File: src/rtl/wakeup_pkg.sv
// Shared definitions for the wakeup scheduler: FSM state encoding and
// default requester count / delay width.
package wakeup_pkg;
  localparam int NREQ_DEF = 4;
  localparam int DW_DEF   = 8;

  typedef enum logic [1:0] {
    ST_IDLE  = 2'd0,
    ST_COUNT = 2'd1,
    ST_WAKE  = 2'd2
  } state_e;
endpackage

File: src/rtl/wakeup_timer.sv
// Loadable down-counter that stops at zero; clear has priority over load.
module wakeup_timer
  import wakeup_pkg::*;
#(
  parameter int DW = DW_DEF
) (
  input  logic          clk,
  input  logic          clr,
  input  logic          load,
  input  logic [DW-1:0] load_val,
  output logic          zero
);

  logic [DW-1:0] cnt_q;

  always_ff @(posedge clk) begin
    if (clr) begin
      cnt_q <= '0;
    end else if (load) begin
      cnt_q <= load_val;
    end else if (cnt_q != '0) begin
      cnt_q <= cnt_q - DW'(1);
    end
  end

  assign zero = (cnt_q == '0);

endmodule

File: src/rtl/wakeup_scheduler.sv
// Round-robin grant of a single shared wakeup countdown among NREQ requesters;
// pulses the served requester's wake line when its delay has elapsed.
module wakeup_scheduler
  import wakeup_pkg::*;
#(
  parameter int NREQ = NREQ_DEF,
  parameter int DW   = DW_DEF
) (
  input  logic               clk,
  input  logic               rst,
  input  logic [NREQ-1:0]    req,
  input  logic [NREQ*DW-1:0] req_dly,
  input  logic               abort,
  output logic [NREQ-1:0]    gnt,
  output logic [NREQ-1:0]    wake,
  output logic               busy
);

  localparam int IW = (NREQ > 1) ? $clog2(NREQ) : 1;

  // First requester found scanning upward from the slot after the last winner.
  function automatic logic [IW-1:0] rr_pick(input logic [NREQ-1:0] r,
                                            input logic [IW-1:0]   last);
    logic [IW-1:0] win;
    logic [IW-1:0] ix;
    logic          found;
    win   = last;
    found = 1'b0;
    for (int k = 1; k <= NREQ; k++) begin
      ix = IW'((int'(last) + k) % NREQ);
      if (!found && r[ix]) begin
        found = 1'b1;
        win   = ix;
      end
    end
    return win;
  endfunction

  state_e          state_q;
  logic [NREQ-1:0] gnt_q;
  logic [NREQ-1:0] wake_q;
  logic            busy_q;
  logic [IW-1:0]   last_q;

  logic            grant_d;
  logic [IW-1:0]   win_d;
  logic [NREQ-1:0] gnt_d;
  logic [DW-1:0]   dly_d;
  logic            tmr_clr;
  logic            tmr_zero;

  always_comb begin
    grant_d = (state_q == ST_IDLE) && (req != '0);
    win_d   = rr_pick(req, last_q);
    gnt_d   = NREQ'(1) << win_d;
    dly_d   = req_dly[int'(win_d)*DW +: DW];
    tmr_clr = rst || ((state_q == ST_COUNT) && abort);
  end

  wakeup_timer #(.DW(DW)) u_timer (
    .clk      (clk),
    .clr      (tmr_clr),
    .load     (grant_d),
    .load_val (dly_d),
    .zero     (tmr_zero)
  );

  always_ff @(posedge clk) begin
    if (rst) begin
      state_q <= ST_IDLE;
      gnt_q   <= '0;
      wake_q  <= '0;
      busy_q  <= 1'b0;
      last_q  <= IW'(NREQ - 1);
    end else begin
      case (state_q)
        ST_IDLE: begin
          wake_q <= '0;
          if (grant_d) begin
            gnt_q   <= gnt_d;
            busy_q  <= 1'b1;
            last_q  <= win_d;
            state_q <= ST_COUNT;
          end
        end
        ST_COUNT: begin
          // Abort wins over expiry: a cancelled service never wakes.
          if (abort) begin
            gnt_q   <= '0;
            busy_q  <= 1'b0;
            state_q <= ST_IDLE;
          end else if (tmr_zero) begin
            wake_q  <= gnt_q;
            state_q <= ST_WAKE;
          end
        end
        ST_WAKE: begin
          wake_q  <= '0;
          gnt_q   <= '0;
          busy_q  <= 1'b0;
          state_q <= ST_IDLE;
        end
        default: begin
          wake_q  <= '0;
          gnt_q   <= '0;
          busy_q  <= 1'b0;
          state_q <= ST_IDLE;
        end
      endcase
    end
  end

  assign gnt  = gnt_q;
  assign wake = wake_q;
  assign busy = busy_q;

endmodule

File: config.mk
export PLATFORM = sky130hd
export DESIGN_NAME = wakeup_scheduler
export DESIGN_NICKNAME = d
export VERILOG_FILES = /design/src/rtl/wakeup_pkg.sv /design/src/rtl/wakeup_timer.sv /design/src/rtl/wakeup_scheduler.sv
export SDC_FILE = /design/constraint.sdc
export NUM_CORES = 1
export LEC_CHECK = 0
export CORE_MARGIN = 2
export CORE_UTILIZATION = 44
export CTS_CLUSTER_DIAMETER = 40
export CTS_CLUSTER_SIZE = 40
export DETAILED_ROUTE_END_ITERATION = 7
export GPL_ROUTABILITY_DRIVEN = 0
export PLACE_DENSITY = 0.83
export SLEW_MARGIN = 20
export SYNTH_ARGS = -nofsm -noshare
export SYNTH_HDL_FRONTEND = slang
export SYNTH_SLANG_ARGS = --single-unit
File: constraint.sdc
create_clock -name clk -period 2 [get_ports clk]
set_clock_uncertainty 0.2 [all_clocks]
set_input_delay 0.4 -clock clk [delete_from_list [all_inputs] [get_ports clk]]
set_output_delay 0.4 -clock clk [all_outputs]
set_load 0.01 [all_outputs]
After elaboration in Yosys (flattened, before gate mapping):

Index checks and enable logic that the tools add are counted.

* flip-flop bits (word level): 21
* bits of input ports: 39
* output and inout port bits: 9
* word-level logic and storage cells: 69

* $add $sub $neg: 5
* $lt $le $gt $ge: 4
* eq/ne operators: 4
* shifts and indexed selects: 2
* multiplexer cells: 27
* bitwise logic cells: 2
* reductions and logical operators: 19

Operators by type and width (number)
* $shiftx A32 B6 Y8: 1
* $mux W8: 2
* $mux W2: 7
* $lt A2 B3 Y1 const B: 4
* $mux W1: 9
* $bmux W1 S2: 4
* $logic_not A8 Y1: 1
* $mux W4: 2
* $pmux W4 S2: 1
* $reduce_and A2 Y1: 4
* $reduce_bool A8 Y1: 1
* $sub A8 B1 Y8 const B: 1
* $logic_and A1 B1 Y1: 5
* $add A2 B1 Y2 const B: 2
* $add A2 B2 Y2 const B: 2
* $ne A2 B2 Y1 const B: 2
* $pmux W2 S2: 1
* $reduce_bool A4 Y1: 1
* $shl A1 B2 Y4 const A: 1
* $logic_not A1 Y1: 3
* $ne A3 B3 Y1 const B: 1
* $eq A2 B1 Y1 const B: 1
* $logic_not A2 Y1: 1
* $not A1 Y1: 2
* 4 further kinds: 4

Longest topological paths before layout:

* depth in word-level cells: 16
* mapped depth: 7
* mapped depth without buffers: 7

Cells and area by module:

From an unflattened synthesis, not the netlist that was laid out.

* cell total of the unflattened synthesis: 152
* area, all modules: 1403.8 um2

Modules (own cells, without submodules)
* wakeup_scheduler: instances 1, cells an instance 99, area each 928.4 um2, seq. area each 260.2 um2
* wakeup_timer: instances 1, cells an instance 53, area each 475.5 um2, seq. area each 160.2 um2

Worst setup path after synthesis:

Ideal clock, no wire load.

* path type: in2reg
* start: input port req[2]
* end: register u_timer.cnt_q[0]
* library setup time: 0.147 ns
* data arrival time: 1.557 ns
* required time: 1.653 ns
* path slack: 0.096 ns
* stages: 6
* path buffers: 1
* path through: or4_1 -> nand2_1 -> buf_2 -> nor2_1 -> nand2_1 -> o221ai_1

* word-level cells in the longest chain between the ends: 14
* elaborated cells between the ends (all ways): 26
* classes of those cells: shift (1); mux (16); reduce/logical (9)

Ends and longest elaborated chain
* start, declared: line wakeup_scheduler.sv:11 `input logic [NREQ-1:0] req,`
* $bmux W1 S2: line wakeup_scheduler.sv:31 `if (!found && r[ix]) begin`
* $mux W1 (not written as such): line wakeup_scheduler.sv:31
* $mux W1: line wakeup_scheduler.sv:31
* $logic_not A1 Y1: line wakeup_scheduler.sv:31
* $logic_and A1 B1 Y1: line wakeup_scheduler.sv:31
* $mux W1: line wakeup_scheduler.sv:31
* $logic_not A1 Y1: line wakeup_scheduler.sv:31
* $logic_and A1 B1 Y1: line wakeup_scheduler.sv:31
* $mux W1: line wakeup_scheduler.sv:31
* $logic_not A1 Y1: line wakeup_scheduler.sv:31
* $logic_and A1 B1 Y1: line wakeup_scheduler.sv:31
* $mux W2: line wakeup_scheduler.sv:31
* $shiftx A32 B6 Y8: line wakeup_scheduler.sv:56 `dly_d = req_dly[int'(win_d)*DW +: DW];`
* $mux W8: line wakeup_timer.sv:19 `end else if (load) begin`
* end signal, assigned: line wakeup_timer.sv:20 `cnt_q <= load_val;`
* end signal, assigned: line wakeup_timer.sv:22 `cnt_q <= cnt_q - DW'(1);`
* end, declared: line wakeup_timer.sv:14 `logic [DW-1:0] cnt_q;`

Parallel ways exist; a longest one is shown, timed or not. The select of a mux whose other input is x is not followed.
A chain may end at the register's enable or synchronous reset.

Worst setup path in the final report:

* start: register last_q[1]
* end: register gnt_q[2] (netlist: gnt[2])

* word-level cells in the longest chain between the ends: 16
* elaborated cells between the ends (all ways): 28
* classes of those cells: add/sub (4); shift (1); mux (17); reduce/logical (6)

Ends and longest elaborated chain
* start, declared: line wakeup_scheduler.sv:43 `logic [IW-1:0] last_q;`
* start signal, assigned: line wakeup_scheduler.sv:74 `last_q <= IW'(NREQ - 1);`
* start signal, assigned: line wakeup_scheduler.sv:82 `last_q <= win_d;`
* $add A2 B1 Y2: line wakeup_scheduler.sv:30 `ix = IW'((int'(last) + k) % NREQ);`
* $bmux W1 S2: line wakeup_scheduler.sv:31
* $mux W1 (not written as such): line wakeup_scheduler.sv:31
* $mux W1: line wakeup_scheduler.sv:31
* $logic_not A1 Y1: line wakeup_scheduler.sv:31
* $logic_and A1 B1 Y1: line wakeup_scheduler.sv:31
* $mux W1: line wakeup_scheduler.sv:31
* $logic_not A1 Y1: line wakeup_scheduler.sv:31
* $logic_and A1 B1 Y1: line wakeup_scheduler.sv:31
* $mux W1: line wakeup_scheduler.sv:31
* $logic_not A1 Y1: line wakeup_scheduler.sv:31
* $logic_and A1 B1 Y1: line wakeup_scheduler.sv:31
* $mux W2 (*): line wakeup_scheduler.sv:31
* $shl A1 B2 Y4 (*): line wakeup_scheduler.sv:55 `gnt_d = NREQ'(1) << win_d;`
* $mux W4 (*): line wakeup_scheduler.sv:79 `if (grant_d) begin`
* $pmux W4 S2 (*): line wakeup_scheduler.sv:76 `case (state_q)`
* end signal, assigned: line wakeup_scheduler.sv:80 `gnt_q <= gnt_d;`
* end, declared: line wakeup_scheduler.sv:40 `logic [NREQ-1:0] gnt_q;`

Every way passes the cells marked *; elsewhere a longest branch is shown, timed or not. The select of a mux whose other input is x is not followed.

==> summary.txt <==
Finish
  • Area Growth Syn to Fin: 65.1%
  • Final non-filler cell area: 2210 µm²
  • Share of post-route cells with drive strength above 1: about a quarter
  • Final nets: 281
  • Ant diodes: 0
  • Filler Cells Inserted: roughly 190

Critical path
  • Setup crit end kind: flop
  • Critical Path Start Type: flop
  • Crit path DAT: 1960 ps
  • R2R setup slack: 60 ps
  • CP max FO: 8
  • WS Path Type: flop to flop
  • WP data required: 2020 ps

GRT
  • Vias in the first global route: 1550
  • First-pass GRT wire length: 6.63 mm
  • Pin count of the biggest net entering global routing: 13
  • Initial antenna violation count: 0
  • GRT Overall Usage: about a quarter
  • Total global routing overflow: 0

Place
  • Placed instance area: a little over 2000 µm²
  • Port Buffers: 47
  • Detail Placement HPWL: 3.30 mm
  • Pre-CTS WS: -548 ps

Clock tree
  • CTS tree: yes
  • Hold buffers post-CTS: 0
  • TritonCTS Buffers: 3
  • CTS Buffer Depth: 2
  • Sink Count: 21
  • Clk Latency, worst-skew pair: ~310 ps
  • Clk pin slew, worst setup/hold paths: 130 ps
  • H-tree depth: 1
  • Root buf cell: clkbuf_4

Die
  • Die height: approximately 59 µm
  • Starting Density: a little under half
  • Die ar.: 3490 µm²
  • Core ar.: 2830 µm²
  • Chip Width: 59.1 µm
  • Row cnt: 19
  • I/O pins: 48

STA
  • Period minus WS final: 1940 ps
  • Worst-Margin Slew: about 550 ps
  • Slack of the critical path: 59.4 ps
  • Unrepaired setup endpoints after global routing: false
  • F_max: just over 500 MHz
  • Setup violators final: 0
  • Final hold violation count: 0
  • Relative slew slack: 63.1%
  • Period utilization: 97.0%
  • Slew Limit Fails: 0

Power and ir drop
  • Maximum VDD drop: approximately 0.66 mV
  • Sequential power share: 29.1%
  • Internal: 0.00121 W
  • Psw: approximately 0.00089 W
  • PwrDens: ~960 nW/µm²
  • Pleak: slightly below 0.9 nW
  • Clock power frac: between 10% and 20%
  • Logic gate share of total power: 60.6%
  • Switch share: 42.4%

Synth
  • Fraction of registers with async set/reset: 0%
  • Yosys warns: 0
  • Seq/Total Area, Yosys: 31.5%
  • Net Count, Synth: around 200
  • EDFF count, synth: 0
  • Post-Synthesis Cells: 160
  • Post-synthesis register bit count: 21
  • Primary FF master, synth: dfxtp_1
  • Post-Syn Area per Cell: about 8.4 µm²
  • Cell Area, Synth: 1340 µm²
  • Unique masters post-synth: 41

Drt
  • Met2 WL: 2.30 mm
  • Routed wl met3: 242 µm
  • Uppermost layer routed: met4
  • Post-route ant nets: 0
  • Routed WL: roughly 4.5 mm
  • Initial drt markers: 89
  • Metal-1 WL: 1.77 mm
  • WL per Instance: 16.6 µm
  • Routed vias/inst: 5.88
  • Pre-antenna DRT Iters: 4
  • DRC: 0
  • Total number of vias: 1587

Min path
  • Worst Hold Class: flop to flop

Status
  • Status: finished clean

Flow run
  • Maxcap violations: 0
[metrics by stage]
stage                     utilization, %  setup TNS, ps  total power (W)  hold slack (ps)  instances
after detailed placement            72.3          -6540          0.00174              245        263
final                               78.0              0          0.00211              280        270
after CTS                           73.9          -59.0          0.00197              269        269
after global routing                78.0              0          0.00223              297        270
after global placement              72.3          -5130          0.00169              239        263
after floorplan                        -              0          0.00129              287        160
[state kept, by name (all words and copies together), names as in the netlist]
register	flops
wake	4
last_q	2
state_q	2
gnt	4
u_timer.cnt_q	8
busy	1
[critical path, cell delays in order, from the launching register on]
cell      delay, ps
dfxtp_2         410
nand2b_1        150
a21oi_2          70
buf_4           170
nor3_4          310
buf_4           180
nand2_2          90
o21ai_0         270
[area by class of cell]
type | instances | area, µm² | share of cell area (%)
clock buffers | 3 | 22.5 | 1.02
inverters | 4 | 15.0 | 0.681
well taps | 31 | 38.8 | 1.76
repair buffers | 80 | 721 | 32.7
clock inverters | 1 | 5.00 | 0.227
multi-input cells | 130 | 982 | 44.5
flip-flops and latches | 21 | 422 | 19.1
[power groups by stage]
stage	clock (W)	sequential (W)	combinational (W)
floorplan	0	0.000599	0.000691
global placement	0	0.000609	0.00108
detailed placement	0	0.000613	0.00113
CTS	0.000213	0.000604	0.00115
global route	0.000235	0.000622	0.00138
finish	0.000217	0.000613	0.00128
[metal layers]
metal	vias to the layer above	GRT usage (%)
met5	-	0
met4	0	6.82
met3	16	4.15
met2	74	49.2
met1	734	26.4
li1	763	-
[worst paths after layout]
kind,to,cells past startpoint,startpoint
worst max-delay path,gnt[2],7,last_q[1]
worst min-delay path,busy,1,busy
worst min register to register,busy,1,busy
worst max register to register,gnt[2],7,last_q[1]
[cells in the final DEF (no fill, tap or decap), drive strengths merged, types with 2 or more instances in the layout]
| cell | n |
|---|---|
| inv | 4 |
| a211o | 2 |
| a21o | 6 |
| clkbuf | 3 |
| nand3 | 5 |
| mux2i | 8 |
| o21a | 3 |
| a21boi | 2 |
| nor4 | 3 |
| o211ai | 3 |
| a21oi | 9 |
| a211oi | 2 |
| nor2b | 3 |
| nand2b | 7 |
| ha | 2 |
| nand2 | 17 |
| a2111oi | 7 |
| a31oi | 3 |
| nor4b | 3 |
| xnor2 | 2 |
| o21ai | 12 |
| nor2 | 10 |
| clkdlybuf4s50 | 43 |
| nand4 | 2 |
| xor2 | 3 |
| dlygate4sd2 | 3 |
| nor3 | 8 |
| buf | 33 |
| dfxtp | 21 |
[synth_stat cells, types with 2 or more instances]
cell	number	area, µm²
o211ai_1	3	22.5
a31oi_1	3	18.8
a211oi_1	2	15.0
a2111oi_2	4	60.1
nand2b_1	7	43.8
a2111oi_0	3	26.3
nor4b_1	3	26.3
a21oi_1	7	35.0
nor2_1	9	33.8
nor3_1	7	35.0
a21o_1	6	45.0
nand3_1	5	25.0
o21ai_0	11	55.1
a21boi_0	2	15.0
nor4_1	3	18.8
xor2_1	3	26.3
inv_1	4	15.0
nand4_1	2	12.5
mux2i_1	8	80.1
xnor2_1	2	17.5
ha_1	2	25.0
a211o_1	2	17.5
dfxtp_1	21	420
a21oi_2	2	17.5
nand2_1	17	63.8
o21a_1	3	22.5
buf_2	3	15.0
nor2b_1	3	18.8
[timing repair]
| item | CTS | global route |
|---|---|---|
| pin swaps | 2 | 2 |
| setup endpoints to repair | 13 | 14 |
| buffers inserted | 2 | 1 |
| gates resized for setup | 5 | 18 |
[kinds of logic after synthesis]
family          after synthesis  synth area share, %
flops                        21                 31.5
xor+xnor                      5                 3.28
fa+ha+maj                     2                 1.87
compound gates               54                 29.8
mux                           8                 5.99
buf+inv                       9                 3.09
simple gates                 61                 24.5
Note: power is estimated with default switching activity, not from simulation.
